## src/rtl/branch_checkpoint_manager.sv

```systemverilog
`default_nettype none
// ============================================================================
// Module   : branch_checkpoint_manager
// Purpose  : Hands out branch IDs (BRIDs) in program order for the register
//            allocator's rename checkpoints. Branches resolve out of order and
//            retire in order. A misprediction squashes the mispredicted BRID
//            and every younger one, then reports it as a registered pulse.
// Revision : 1.0 - initial release
// ============================================================================
module branch_checkpoint_manager #(
   parameter int BridWidth = 2
) (
   input  logic                 clk_i,
   input  logic                 rst_i,
   input  logic                 flush_i,
   input  logic                 alloc_req_i,
   output logic                 alloc_gnt_o,
   output logic [BridWidth-1:0] alloc_brid_o,
   output logic                 full_o,
   output logic                 empty_o,
   output logic [BridWidth:0]   inflight_count_o,
   input  logic                 resolve_valid_i,
   input  logic [BridWidth-1:0] resolve_brid_i,
   input  logic                 resolve_mispredict_i,
   output logic                 missprediction_o,
   output logic [BridWidth-1:0] missprediction_brid_o
);

   localparam int NumCheckpoints = 1 << BridWidth;

   // Architectural state
   logic [BridWidth-1:0]      head_q;
   logic [BridWidth-1:0]      tail_q;
   logic [BridWidth:0]        count_q;
   logic [NumCheckpoints-1:0] valid_q;
   logic [NumCheckpoints-1:0] resolved_q;
   logic                      mp_q;
   logic [BridWidth-1:0]      mp_brid_q;

   // Next-state values
   logic [BridWidth-1:0]      head_d;
   logic [BridWidth-1:0]      tail_d;
   logic [BridWidth:0]        count_d;
   logic [NumCheckpoints-1:0] valid_d;
   logic [NumCheckpoints-1:0] resolved_d;

   // Decoded per-cycle events
   logic                      resolve_hit;
   logic                      mp_accept;
   logic                      ok_accept;
   logic                      retire;
   logic                      grant;
   logic [BridWidth-1:0]      squash_age;
   logic [NumCheckpoints-1:0] squash_mask;

   // A resolve only counts when it names a live entry; a flush drops it.
   assign resolve_hit = resolve_valid_i & valid_q[resolve_brid_i];
   assign mp_accept   = resolve_hit &  resolve_mispredict_i & ~flush_i;
   assign ok_accept   = resolve_hit & ~resolve_mispredict_i & ~flush_i;

   // Mispredicting the head itself squashes it, so it cannot also retire.
   assign retire = valid_q[head_q] & resolved_q[head_q]
                 & ~(mp_accept & (resolve_brid_i == head_q));

   // Grant is gated by any mispredict indication, accepted or not.
   assign grant = alloc_req_i & ~full_o & ~flush_i
                & ~(resolve_valid_i & resolve_mispredict_i);

   // Age of the mispredicted entry relative to the oldest one.
   assign squash_age = resolve_brid_i - head_q;

   assign full_o           = (count_q == (BridWidth+1)'(NumCheckpoints));
   assign empty_o          = (count_q == '0);
   assign inflight_count_o = count_q;
   assign alloc_brid_o     = tail_q;
   assign alloc_gnt_o      = grant;
   assign missprediction_o      = mp_q;
   assign missprediction_brid_o = mp_brid_q;

   // Mark every slot at least as young as the mispredicted branch; slots that
   // are not in flight are already clear, so masking them is harmless.
   always_comb begin
      logic [BridWidth-1:0] age;
      squash_mask = '0;
      for (int i = 0; i < NumCheckpoints; i++) begin
         age = BridWidth'(i) - head_q;
         squash_mask[i] = (age >= squash_age);
      end
   end

   // Compute per-entry bits, pointers and occupancy for the next cycle.
   always_comb begin
      valid_d    = valid_q;
      resolved_d = resolved_q;
      head_d     = head_q + BridWidth'(retire);
      tail_d     = tail_q;
      count_d    = count_q;

      if (ok_accept) begin
         resolved_d[resolve_brid_i] = 1'b1;
      end
      if (retire) begin
         valid_d[head_q]    = 1'b0;
         resolved_d[head_q] = 1'b0;
      end

      if (mp_accept) begin
         valid_d    = valid_d & ~squash_mask;
         resolved_d = resolved_d & ~squash_mask;
         tail_d     = resolve_brid_i;
         count_d    = {1'b0, squash_age} - (BridWidth+1)'(retire);
      end else begin
         if (grant) begin
            valid_d[tail_q]    = 1'b1;
            resolved_d[tail_q] = 1'b0;
            tail_d             = tail_q + BridWidth'(1);
         end
         count_d = count_q + (BridWidth+1)'(grant) - (BridWidth+1)'(retire);
      end
   end

   // State update: reset beats flush, flush beats normal operation.
   always_ff @(posedge clk_i) begin
      if (rst_i) begin
         head_q     <= '0;
         tail_q     <= '0;
         count_q    <= '0;
         valid_q    <= '0;
         resolved_q <= '0;
         mp_q       <= 1'b0;
         mp_brid_q  <= '0;
      end else if (flush_i) begin
         head_q     <= tail_q;
         count_q    <= '0;
         valid_q    <= '0;
         resolved_q <= '0;
         mp_q       <= 1'b0;
      end else begin
         head_q     <= head_d;
         tail_q     <= tail_d;
         count_q    <= count_d;
         valid_q    <= valid_d;
         resolved_q <= resolved_d;
         mp_q       <= mp_accept;
         if (mp_accept) begin
            mp_brid_q <= resolve_brid_i;
         end
      end
   end

endmodule
`default_nettype wire

```

## config.mk

```make
export PLATFORM = sky130hd
export DESIGN_NAME = branch_checkpoint_manager
export DESIGN_NICKNAME = d
export VERILOG_FILES = /design/src/rtl/branch_checkpoint_manager.sv
export SDC_FILE = /design/constraint.sdc
export NUM_CORES = 1
export LEC_CHECK = 0
export ABC_AREA = 1
export CORE_ASPECT_RATIO = 1.5
export CORE_MARGIN = 8
export CORE_UTILIZATION = 35
export CTS_BUF_LIST = sky130_fd_sc_hd__clkbuf_16
export CTS_CLUSTER_DIAMETER = 30
export DETAILED_ROUTE_END_ITERATION = 12
export PLACE_DENSITY = 0.67
export SETUP_SLACK_MARGIN = 0.1
export SLEW_MARGIN = 10
export SYNTH_ARGS = -nofsm -noshare
export SYNTH_HDL_FRONTEND = slang
export SYNTH_SLANG_ARGS = --single-unit
```

## constraint.sdc

```tcl
create_clock -name clk_i -period 2.8 [get_ports clk_i]
set_clock_uncertainty 0.2 [all_clocks]
set_input_delay 0.42 -clock clk_i [delete_from_list [all_inputs] [get_ports clk_i]]
set_output_delay 0.42 -clock clk_i [all_outputs]
set_load 0.02 [all_outputs]
```

==> flow_summary_export.csv <==
group,metric,value,unit
outcome,status,"finished, final reports clean",
cts,cts_buffers,3,
synth,ys_seq_elements,18,
grt,grt_max_degree,11,
pwr,leakagePower,0.922,nW
floorplanning,start_util,0.364,
grt,grt_pass1_vias,1337,
timing,layout_min_cycle_time,2560,ps
timing,max-slew-margin-rel,0.622,
layout,fin_nets,255,
placement,dp_hpwl,2.77,mm
timing,grt_setup_unrepaired,"true",
critical_path,start_kind,"input port",
floorplanning,ios,19,
floorplanning,dieArea,6070,sq um
synth,synth_top_area_frac,0.271,
cts,cts_tree,"done",
drt,viasPerCell,4.76,
placement,placedInstanceArea,1700,sq um
drt,num_vias,1272,
critical_path,worst_r2r_startpoint,"head_q[0]",
critical_path,crit_path_end_kind,"flip-flop",
grt,grt_use_total,0.123,
drt,met1_length,1.40,mm
timing,clock.fmax,0.390,GHz
synth,ys_warn_count,0,
floorplanning,core_area,3650,sq um
synth,async_reset_ff_frac,0,
timing,finalHoldViolCount,0,
flow_run,max-cap-violations,0,
layout,final_common_cell,"nand2_1",
cts,path_clk_slew,50,ps
synth,synth_area_leader_cell,"dfxtp_1",
synth,syn_avg_cell_area,7.18,sq um
grt,antenna_found_initial,0,
floorplanning,rows,27,
drt,ant_nets,0,
synth,ys_seq_area_frac,0.271,
layout,mostFrequentLayoutCells,"48 x nand2_1, 25 x inv_1, 19 x ha_1, 19 x buf_4",
critical_path,crit_fanout,2,
min_path,hold_start,"missprediction_brid_o[1]",
critical_path,regToRegSetupSlack,310,ps
drt,highest_layer,"met4",
grt,grt_overflow,0,
timing,slew_violations,0,
critical_path,arrival,2550,ps
timing,setup_viol,0,
pwr,vdd_drop_max,0.328,mV
layout,drive_above_1_share,0.143,
cts,htreeDepth,1,
timing,worst_slew_pin_slew,566,ps
drt,dr_wl_met3,98,um
drt,drcViolationCount,0,
critical_path,reg2reg_depth,12,
layout,fillers,361,
pwr,power.density,389,nW/um^2
timing,fin_crit_sh,0.915,
layout,multi_input_area,857,sq um
cts,cts.path.max_buffers,2,
cts,cts_hold_buf,0,
min_path,hold_path_end,"missprediction_brid_o[1]",
synth,synth_edf_count,0,
cts,root_buffer,"clkbuf_16",
drt,drt_iter0_drc,20,
drt,routedWlPerCell,12.9,um
placement,io_buffers,18,
floorplanning,die-width,66.3,um
cts,clock_latency,250,ps
drt,dr.pass1.iters,4,
critical_path,r2r-end,"inflight_count_o[1]",
layout,postLayoutCellArea,1780,sq um
synth,synth_area_leaders,"dfxtp_1 27%, ha_1 18%, nand2_1 14%",
critical_path,critical_path_class,"in -> reg",
synth,synth_cell_type_count,24,
floorplanning,die_y,91.5,um
layout,area_growth,34.1,%
synth,netlist_area,1330,sq um
timing,whs,273,ps
grt,grt_first_pass_wirelength,5.95,mm
placement,gp_congestion,0.856,
min_path,whs_path_depth,2,
drt,routed-wl-met2,1.85,mm
min_path,holdCritPathClass,"reg -> reg",
cts,clkSinkCount,18,
layout,n_antenna_cell,0,
layout,ff_latch_area,360,sq um
synth,synth_cells,185,
synth,syn_nets,215,
drt,drt-total-wl,3.44,mm
synth,synth-main-ff-cell,"dfxtp_1",
critical_path,required,2780,ps
-- worst max-delay path by stage --
stage                 startpoint                   to  cells after the start
2_1_floorplan  resolve_brid_i[0]  inflight_count_o[1]                     13
3_3_place_gp   resolve_brid_i[0]  inflight_count_o[1]                     14
3_5_place_dp   resolve_brid_i[0]  inflight_count_o[1]                     14
4_1_cts        resolve_brid_i[1]        resolved_q[2]                     10
5_1_grt        resolve_brid_i[0]  inflight_count_o[1]                     14
6_report       resolve_brid_i[0]  inflight_count_o[1]                     14
-- per-layer routing --
metal  up-vias  track usage
li1        670            -
met1       572        0.123
met2        21        0.230
met3         9       0.0234
met4         0       0.0555
met5         -            0
-- power by group --
group          internal (mW)  switching [mW]  leakage [nW]
clock                  0.190          0.0990        0.0385
sequential             0.261         0.00450         0.146
combinational         0.0629          0.0765         0.737
total                  0.514           0.180         0.922
-- synthesized netlist by cell type, types with 2 or more instances --
cell type	n
inv_1	26
nor2_1	9
xnor2_1	2
nand2_1	48
nand3_1	18
nor3_1	2
fa_1	3
dfxtp_1	18
nand4_1	4
a21oi_1	14
ha_1	19
o21ai_0	4
inv_2	2
nand2_2	2
nand2_4	2
nand3b_1	4
-- logic make-up after synthesis --
family,Yosys count,share of synthesized area
compound gates,20,0.0772
xor+xnor,3,0.0198
buf+inv,30,0.0857
simple gates,92,0.322
fa+ha+maj,22,0.224
flops,18,0.271
-- flip-flops by register name, summed over array words and instances (netlist names) --
| name | count |
|---|---|
| alloc_brid_o | 2 |
| missprediction_o | 1 |
| inflight_count_o | 3 |
| resolved_q | 4 |
| head_q | 2 |
| missprediction_brid_o | 2 |
| valid_q | 4 |
-- area by class of cell --
cell class,count,share of cell area
multi-input combinational,137,0.481
sequential,18,0.202
timing repair buffer,37,0.183
inverter,28,0.0590
clock buffer,3,0.0421
tap,43,0.0302
clock inverter,1,0.00211
-- through the flow --
| step | total power, mW | TNS, ps | worst slack (ps) | util | cells |
|---|---|---|---|---|---|
| floorplan | 0.350 | 0 | 183 | - | 185 |
| global placement | 0.409 | -987 | -231 | 0.465 | 263 |
| detailed placement | 0.411 | -1050 | -276 | 0.465 | 263 |
| CTS | 0.699 | 0 | 129 | 0.487 | 267 |
| global route | 0.730 | 0 | 66.7 | 0.488 | 267 |
| finish | 0.694 | 0 | 237 | 0.488 | 267 |
-- what timing repair did --
action                                  CTS  global route
endpoints found under the setup margin    3             5
resized for setup                         3             4
buffers inserted                          0             0
endpoints found under the hold margin     0             0
pin swaps                                 2             1
gates cloned                              0             0
-- worst max-delay path, cell delays in order --
cell	delay [ps]
dlygate4sd2_1	230
inv_2	50
ha_1	280
o21ai_1	60
nor2_1	110
nand3_2	90
nand2_1	60
inv_1	50
ha_1	270
inv_1	40
ha_1	180
fa_2	520
o21ai_1	70
a21oi_1	130
(Power assumes the default switching activity.)
